<file path="config.mk">
export PLATFORM = sky130hd
export DESIGN_NAME = elevator_controller
export DESIGN_NICKNAME = d
export VERILOG_FILES = /design/src/rtl/elevator_controller.sv
export SDC_FILE = /design/constraint.sdc
export NUM_CORES = 1
export LEC_CHECK = 0
export ABC_AREA = 1
export CORE_ASPECT_RATIO = 0.6
export CORE_MARGIN = 2
export CORE_UTILIZATION = 40
export CTS_CLUSTER_SIZE = 25
export DETAILED_ROUTE_END_ITERATION = 16
export DONT_BUFFER_PORTS = 1
export GPL_TIMING_DRIVEN = 0
export PLACE_DENSITY = 0.64
export SLEW_MARGIN = 0
export SYNTH_ARGS = -nofsm -noshare
export SYNTH_HDL_FRONTEND = slang
export SYNTH_SLANG_ARGS = --single-unit
</file>
<file path="constraint.sdc">
create_clock -name clk -period 2.45 [get_ports clk]
set_clock_uncertainty 0.05 [all_clocks]
set_input_delay 0.3675 -clock clk [delete_from_list [all_inputs] [get_ports clk]]
set_output_delay 0.3675 -clock clk [all_outputs]
set_load 0.03 [all_outputs]
</file>
<file path="src/rtl/elevator_controller.sv">
// ---------------------------------------------------------------------------
// elevator_controller
//
// Six-position elevator car controller using a SCAN policy. Hall/car calls are
// latched into a pending mask; the car steps one position per TRAVEL_CYCLES
// clocks while moving and holds the doors open for DOOR_CYCLES clocks per stop.
// A call to the floor the car is standing at with open doors extends the dwell.
//
// Parameters
//   TRAVEL_CYCLES  clocks spent in MOVE per one-position step (>= 2)
//   DOOR_CYCLES    clocks the door stays open per stop (>= 1)
//
// Ports
//   clk        in   system clock, rising-edge active
//   reset      in   asynchronous active-high reset
//   call[5:0]  in   request per position (bit 0 bottom, bit 5 top), level or pulse
//   floor[5:0] out  one-hot current car position
//   direction  out  2'b10 up, 2'b01 down, 2'b00 idle (2'b11 never driven)
//   door_open  out  high while the doors are open
//   pending    out  latched outstanding requests
//
// All outputs are registered; there is no combinational path from call to
// any output.
// ---------------------------------------------------------------------------
module elevator_controller #(
    parameter int TRAVEL_CYCLES = 4,
    parameter int DOOR_CYCLES   = 3
) (
    input  logic       clk,
    input  logic       reset,
    input  logic [5:0] call,
    output logic [5:0] floor,
    output logic [1:0] direction,
    output logic       door_open,
    output logic [5:0] pending
);

    typedef enum logic [1:0] {
        IDLE = 2'd0,
        MOVE = 2'd1,
        DOOR = 2'd2
    } state_t;

    // Outcome of the scheduling decision at a given position.
    typedef enum logic [1:0] {
        D_IDLE = 2'd0,
        D_DOOR = 2'd1,
        D_UP   = 2'd2,
        D_DOWN = 2'd3
    } dec_t;

    localparam int CNT_MAX = (TRAVEL_CYCLES > DOOR_CYCLES) ? TRAVEL_CYCLES : DOOR_CYCLES;
    localparam int CNT_W   = (CNT_MAX > 2) ? $clog2(CNT_MAX) : 1;

    localparam logic [CNT_W-1:0] TRAVEL_LAST = CNT_W'(TRAVEL_CYCLES - 1);
    localparam logic [CNT_W-1:0] DOOR_LAST   = CNT_W'(DOOR_CYCLES - 1);

    state_t           state;
    logic [CNT_W-1:0] cnt;
    logic             last_dir;   // 1 = up

    logic [5:0] req;
    logic [5:0] step_floor;
    logic [5:0] clear;
    dec_t       dec_here;
    dec_t       dec_arrive;
    dec_t       dec_leave;
    logic       travel_done;
    logic       dwell_done;
    logic       own_call;

    // SCAN decision: serve the position itself first, otherwise keep going in
    // the preferred direction while it still has requests, otherwise turn.
    // A direction is only ever chosen when requests exist beyond the car, so
    // the one-hot position can never be shifted off either end.
    function automatic dec_t decide(input logic [5:0] pos,
                                    input logic [5:0] r,
                                    input logic       up_pref);
        logic [5:0] below_mask;
        logic [5:0] above_mask;
        logic       any_above;
        logic       any_below;
        below_mask = pos - 6'd1;               // all bits below a one-hot pos
        above_mask = ~(below_mask | pos);
        any_above  = |(r & above_mask);
        any_below  = |(r & below_mask);
        if (|(r & pos))
            return D_DOOR;
        else if (any_above && (up_pref || !any_below))
            return D_UP;
        else if (any_below)
            return D_DOWN;
        else
            return D_IDLE;
    endfunction

    // Same-cycle calls take part in every decision.
    assign req         = pending | call;
    assign step_floor  = last_dir ? {floor[4:0], 1'b0} : {1'b0, floor[5:1]};
    assign travel_done = (cnt == TRAVEL_LAST);
    assign dwell_done  = (cnt == DOOR_LAST);
    assign own_call    = |(call & floor);

    always_comb begin
        dec_here   = decide(floor, req, last_dir);
        dec_arrive = decide(step_floor, req, last_dir);
        // Leaving the door: the floor just served no longer counts.
        dec_leave  = decide(floor, req & ~floor, last_dir);
    end

    // Requests for the floor whose doors are opening, or are open, are
    // absorbed rather than latched.
    always_comb begin
        clear = 6'b000000;
        case (state)
            IDLE:    if (dec_here == D_DOOR) clear = floor;
            MOVE:    if (travel_done && dec_arrive == D_DOOR) clear = step_floor;
            DOOR:    clear = floor;
            default: clear = 6'b000000;
        endcase
    end

    always_ff @(posedge clk or posedge reset) begin
        if (reset) begin
            state     <= IDLE;
            floor     <= 6'b000001;
            direction <= 2'b00;
            door_open <= 1'b0;
            pending   <= 6'b000000;
            cnt       <= '0;
            last_dir  <= 1'b1;
        end else begin
            pending <= req & ~clear;

            case (state)
                IDLE: begin
                    direction <= 2'b00;
                    door_open <= 1'b0;
                    cnt       <= '0;
                    case (dec_here)
                        D_DOOR: begin
                            state     <= DOOR;
                            door_open <= 1'b1;
                        end
                        D_UP: begin
                            state     <= MOVE;
                            last_dir  <= 1'b1;
                            direction <= 2'b10;
                        end
                        D_DOWN: begin
                            state     <= MOVE;
                            last_dir  <= 1'b0;
                            direction <= 2'b01;
                        end
                        default: state <= IDLE;
                    endcase
                end

                MOVE: begin
                    if (!travel_done) begin
                        cnt <= cnt + 1'b1;
                    end else begin
                        floor <= step_floor;
                        cnt   <= '0;
                        // Decide at the arriving position. Continuing keeps
                        // MOVE; a turn-around always passes through IDLE.
                        case (dec_arrive)
                            D_DOOR: begin
                                state     <= DOOR;
                                door_open <= 1'b1;
                            end
                            D_UP: begin
                                if (!last_dir) begin
                                    state     <= IDLE;
                                    direction <= 2'b00;
                                end
                            end
                            D_DOWN: begin
                                if (last_dir) begin
                                    state     <= IDLE;
                                    direction <= 2'b00;
                                end
                            end
                            default: begin
                                state     <= IDLE;
                                direction <= 2'b00;
                            end
                        endcase
                    end
                end

                DOOR: begin
                    if (own_call) begin
                        // Dwell extension: restart the door timer.
                        cnt <= '0;
                    end else if (!dwell_done) begin
                        cnt <= cnt + 1'b1;
                    end else begin
                        cnt       <= '0;
                        door_open <= 1'b0;
                        // Continue in the travel direction directly; a turn
                        // goes through IDLE, which then sets the new heading.
                        if (dec_leave == D_UP && last_dir) begin
                            state     <= MOVE;
                            direction <= 2'b10;
                        end else if (dec_leave == D_DOWN && !last_dir) begin
                            state     <= MOVE;
                            direction <= 2'b01;
                        end else begin
                            state     <= IDLE;
                            direction <= 2'b00;
                        end
                    end
                end

                default: begin
                    state     <= IDLE;
                    direction <= 2'b00;
                    door_open <= 1'b0;
                    cnt       <= '0;
                end
            endcase
        end
    end

endmodule
</file>
# Word level (Yosys, flattened, before mapping)
# Cells that the tools add are included.
[totals] register_bits=20 output_inout_bits=15 elab_cells=120 in_bits=8
[op_classes] n_bitwise=19 n_mux=41 eq_ne=19 reduce_logical=31 add_sub_neg=3
[op_table] cell="$and A6 B6 Y6" count=12
[op_table] cell="$reduce_or A6 Y1" count=10
[op_table] cell="$mux W2" count=21
[op_table] cell="$not A6 Y6" count=4
[op_table] cell="$pmux W2 S3" count=4
[op_table] cell="$eq A2 B2 Y1 const B" count=9
[op_table] cell="$mux W6" count=3
[op_table] cell="$or A6 B6 Y6" count=3
[op_table] cell="$pmux W6 S3" count=1
[op_table] cell="$pmux W2 S2" count=3
[op_table] cell="$sub A6 B1 Y6 const B" count=2
[op_table] cell="$ne A2 B2 Y1 const B" count=5
[op_table] cell="$mux W1" count=7
[op_table] cell="$eq A2 B1 Y1 const B" count=3
[op_table] cell="$logic_and A1 B1 Y1" count=6
[op_table] cell="$ne A3 B3 Y1 const B" count=2
[op_table] cell="$reduce_and A6 Y1" count=1
[op_table] cell="$reduce_and A5 Y1" count=1
[op_table] cell="$logic_not A1 Y1" count=4
[op_table] cell="$reduce_and A2 Y1" count=2
[op_table] cell="$reduce_and A4 Y1" count=1
[op_table] cell="$logic_or A1 B1 Y1" count=3
[op_table] cell="$pmux W1 S3" count=1
[op_table] cell="$add A2 B1 Y2 const B" count=1
[op_table] cell="other kinds (4)" count=4

# Longest topological paths before layout
[logic_depth] ltp_word=16 ltp_mapped=17 mapped_depth_nobuf=17

# Worst setup path before layout
# OpenSTA, ideal clock, no wires.
[synth_timing] path_kind="register -> register" from="register floor[1]" to="register direction[0]" path_buffers=0 setup_slack_ns=0.239 stages_incl_launch_ff=17 t_arrival_ns=2.044 required_ns=2.283 setup_time_ns=0.117 path_cell_list="dfrtp_1 > inv_2 > nor2_1 > inv_1 > ha_1 > nand3_1 > ha_1 > nand2_1 > nand2_1 > nor2_1 > nand2_1 > nand2_1 > nand2_1 > nand2_4 > nand2_2 > nand2_1 > nand2_1"
[synth_between] elab_chain_cells=16
[synth_rtl] element="from (decl)" line_no="32" text="output logic [5:0] floor,"
[synth_rtl] element="from (signal assigned)" line_no="163" text="floor <= step_floor;"
[synth_rtl] element="parallel branches: the longest is 16 deep, another holds $sub A6 B1 Y6"
[synth_rtl] element="to (signal assigned)" line_no="137" text="direction <= 2'b00;"
[synth_rtl] element="to (signal assigned)" line_no="205" text="direction <= 2'b10;"
[synth_rtl] element="to (signal assigned)" line_no="208" text="direction <= 2'b01;"
[synth_rtl] element="to (decl)" line_no="33" text="output logic [1:0] direction,"
# Parallel ways; which one is timed is not known. The select of a mux whose other input is x is not followed.
# A chain may end at the register's enable or synchronous reset.

# Worst setup path after layout
[layout_timing] from="register last_dir" to="register direction[1]"
[layout_between] elab_chain_cells=13
[layout_rtl] element="from (decl)" line_no="60" text="logic last_dir;"
[layout_rtl] element="from (signal assigned)" line_no="131" text="last_dir <= 1'b1;"
[layout_rtl] element="from (signal assigned)" line_no="147" text="last_dir <= 1'b1;"
[layout_rtl] element="from (signal assigned)" line_no="152" text="last_dir <= 1'b0;"
[layout_rtl] element="$mux W6" line_no="99" text="assign step_floor = last_dir ? {floor[4:0], 1'b0} : {1'b0, floor[5:1]};"
[layout_rtl] element="$sub A6 B1 Y6" line_no="83" text="below_mask = pos - 6'd1;"
[layout_rtl] element="$or A6 B6 Y6 or $and A6 B6 Y6 (tied branches)" line_no="84, 86"
[layout_rtl] element="$not A6 Y6 or $reduce_or A6 Y1 (tied branches)" line_no="84, 86"
[layout_rtl] element="$and A6 B6 Y6 or $logic_not A1 Y1 (tied branches)" line_no="85, 89"
[layout_rtl] element="$reduce_or A6 Y1 or $logic_or A1 B1 Y1 (tied branches)" line_no="85, 89"
[layout_rtl] element="$logic_and A1 B1 Y1" line_no="89" text="else if (any_above && (up_pref || !any_below))"
[layout_rtl] element="$mux W2" line_no="89"
[layout_rtl] element="$mux W2" line_no="87" text="if (|(r & pos))"
[layout_rtl] element="$eq A2 B2 Y1 or $eq A2 B1 Y1 (tied branches)" line_no="167" text="case (dec_arrive)"
[layout_rtl] element="$pmux W2 S3" line_no="167"
[layout_rtl] element="$mux W2" line_no="160" text="if (!travel_done) begin"
[layout_rtl] element="$pmux W2 S3" line_no="135" text="case (state)"
[layout_rtl] element="to (signal assigned)" line_no="137"
[layout_rtl] element="to (signal assigned)" line_no="148" text="direction <= 2'b10;"
[layout_rtl] element="to (signal assigned)" line_no="175" text="direction <= 2'b00;"
# Parallel ways exist; a longest one is shown, timed or not. The select of a mux whose other input is x is not followed.

==> flow_summary.yaml <==
status:
  outcome: "finished, final reports clean"
final_layout:
  antenna_cells: 0
  postLayoutCoreUtil: 0.472
  layout-drive-gt1-share: 0.194
  filler_cell_count: 487
  area_growth_pct: 13.2
  nets: 328
  instances_no_fill: 362
die:
  ios: 23
  dieHeight_um: 57.6
  die_area_um2: 5370
  die_w_um: 93.3
  num_rows: 19
  initial_core_util: 0.417
  core_area_um2: 4590
timing:
  final-max-slew-violation-count: 0
  holdWs_ns: 0.0921
  max_slew_margin: 0.452
  finalSetupViolations: 0
  max_freq_mhz: 424
  finalHoldViolCount: 0
  fin_crit_sh: 0.963
  layout_min_cycle_time_ns: 2.36
  worstMarginPinSlew_ns: 0.821
  grt_setup_unrepaired: "true"
  fin_setup_tns_ns: 0
flow_run:
  cap_viol_max_count: 0
worst_setup_path:
  path_buf_inv: 1
  start_kind: "flop"
  critPathSlowestCell: "dfstp_2"
  crit_family: "simple AND/OR/NAND/NOR gates"
  crit_type: "flop to flop"
  slowest_delay_ns: 0.57
  critPathCaptureType: "flop"
  cp_data_required_time_ns: 2.55
  path_max_fanout: 6
  crit_chain: "clkinvlp_4 -> nand2_2 -> nand2_4 -> a21oi_4 -> nand4_1 -> ha_1 -> nand2_1 -> nand2_1 -> nor2_1 -> nand2_1 -> nand2_2 -> nand2_2 -> nand2_4 -> nand2_4 -> nand2_2 -> nand2_1"
  arrival_ns: 2.46
clock_network:
  worst_skew_pair.late_latency_ns: 0.27
  cts_sinks: 20
  h-tree-depth: 1
  clkTransAtPathRegs_ns: 0.08
  numCtsBuffers: 3
  cts_tree: "yes"
  cts_root_buf: "clkbuf_8"
  clock_path_buffers: 2
grt:
  grt_max_degree: 21
  grt_pass1_vias: 1576
  grt.total_usage: 0.204
  grt.overflow.total: 0
  antenna_found_initial: 0
  grt_pass1_wl_mm: 8.16
pwr:
  p_leak_nw: 1.17
  peakVddDrop_uv: 483
  power_density_nw_per_um2: 1140
yosys:
  syn_nets: 318
  seq_area_frac_synth: 0.263
  synth_area_um2: 1910
  ys_seq_elements: 20
  syn-mean-instance-area_um2: 6.58
  yosys_warnings: 0
  synth_cell_types: 24
  synthCells: 291
placed_design:
  place_congestion: 0.912
  port_buffers: 0
  placed_cells: 354
  hpwl_mm: 3.98
routing:
  wl_per_cell_um: 14.3
  viasPerCell: 4.91
  firstDrtPassIters: 4
  vias: 1776
  ant_nets: 0
  wl_mm: 5.19
  drc: 0
  drtIter0Drc: 196
min_path:
  hp-class: "input pin to asynchronous set/reset pin"
-- per-layer routing --
layer,part of all wire,GRT usage
met1,0.54,0.345
met4,0.0039,0.0189
met5,0,0
met2,0.37,0.253
met3,0.089,0.0581
-- report_power, final --
part	internal [mW]	total [mW]	switching [mW]
registers	0.412	0.585	0.173
clock network	0.110	0.227	0.117
logic	0.621	1.65	1.03
total	1.14	2.46	1.32
-- final timing paths --
check / startpoint / end / slack [ns] / depth (start not counted)
max in group asynchronous: reset / floor[1]$_DFFE_PP0P_ / 1.69 / 1
min: reset / cnt[1]$_DFF_PP0_ / 0.09 / 1
min in group clk: call[2] / pending[2]$_DFF_PP0_ / 0.23 / 2
max reg2reg: last_dir$_DFFE_PP1P_ / direction[1]$_DFFE_PP0P_ / 0.09 / 16
max: last_dir$_DFFE_PP1P_ / direction[1]$_DFFE_PP0P_ / 0.09 / 16
min reg2reg: state[0]$_DFFE_PP0P_ / state[0]$_DFFE_PP0P_ / 0.50 / 2
-- sequential cells by signal, summed over array words and instances (netlist names) --
signal     cells
last_dir       1
pending        6
state          2
direction      2
floor          6
cnt            2
door_open      1
-- placed cells by master, fill, tap and decap left out, drive strengths merged, types with 2 or more instances in the layout --
| master | instances |
|---|---|
| o21bai | 7 |
| inv | 50 |
| nand4 | 3 |
| o21ai | 10 |
| dfrtp | 18 |
| dfstp | 2 |
| nand2 | 99 |
| buf | 6 |
| nand3 | 18 |
| clkbuf | 3 |
| ha | 19 |
| a21oi | 13 |
| nor2 | 47 |
-- logic make-up after synthesis --
family          Yosys count  synth area share
flops                    20             0.263
buf+inv                  52             0.106
compound gates           31            0.0993
fa+ha+maj                19             0.124
simple gates            169             0.408
-- cell usage after synthesis --
cell type  instances  share of area
a21boi_0           1         0.0039
a21oi_1           13          0.034
buf_6              1         0.0059
dfrtp_1           18           0.24
dfstp_2            2          0.027
ha_1              19           0.12
inv_1             45          0.088
inv_2              6          0.012
nand2_1           88           0.17
nand2_2            4          0.013
nand2_4            7          0.041
nand3_1           17          0.044
nand3_4            1         0.0092
nand3b_1           1         0.0039
nand4_1            3         0.0098
nor2_1            39          0.076
nor2_2             5          0.016
nor2_4             3          0.018
o21ai_0            7          0.018
o21ai_1            2         0.0052
o21ai_4            1         0.0085
o21bai_1           6          0.024
o21bai_2           1         0.0059
or2_1              1         0.0033
-- stage by stage --
step / total power, mW / worst slack [ns] / instance area [µm²]
2_1_floorplan: 1.71 / 0.239 / 1910
3_3_place_gp: 2.00 / -0.0120 / 1990
3_5_place_dp: 2.01 / -0.0439 / 1990
4_1_cts: 2.25 / 0.0274 / 2040
5_1_grt: 2.70 / -0.0687 / 2170
6_report: 2.46 / 0.0910 / 2170
-- worst reg2reg max path, cell delays in order, from the launching register on --
cell	delay, ns
dfstp_2	0.57
clkinvlp_4	0.17
nand2_2	0.13
nand2_4	0.08
a21oi_4	0.14
nand4_1	0.10
ha_1	0.28
nand2_1	0.06
nand2_1	0.05
nor2_1	0.09
nand2_1	0.08
nand2_2	0.11
nand2_2	0.07
nand2_4	0.10
nand2_4	0.06
nand2_2	0.05
nand2_1	0.06
-- final cells by class --
class | instances | area, µm² | share of cell area
multi-input combinational | 219 | 1280 | 0.593
sequential | 20 | 510 | 0.236
inverter | 51 | 203 | 0.0935
tap | 63 | 78.8 | 0.0364
clock buffer | 3 | 41.3 | 0.0191
timing repair buffer | 5 | 37.5 | 0.0173
buffer | 1 | 11.3 | 0.00520
-- repair_timing --
| item | 4_1_cts | 5_1_grt |
|---|---|---|
| gates resized for setup | 1 | 27 |
| setup buffers | 0 | 5 |
| setup endpoints to repair | 3 | 5 |
| endpoints found under the hold margin | 0 | 0 |
| hold buffers | 0 | 0 |
| pin swaps | 0 | 8 |
Power figures use the tool's default switching activity.
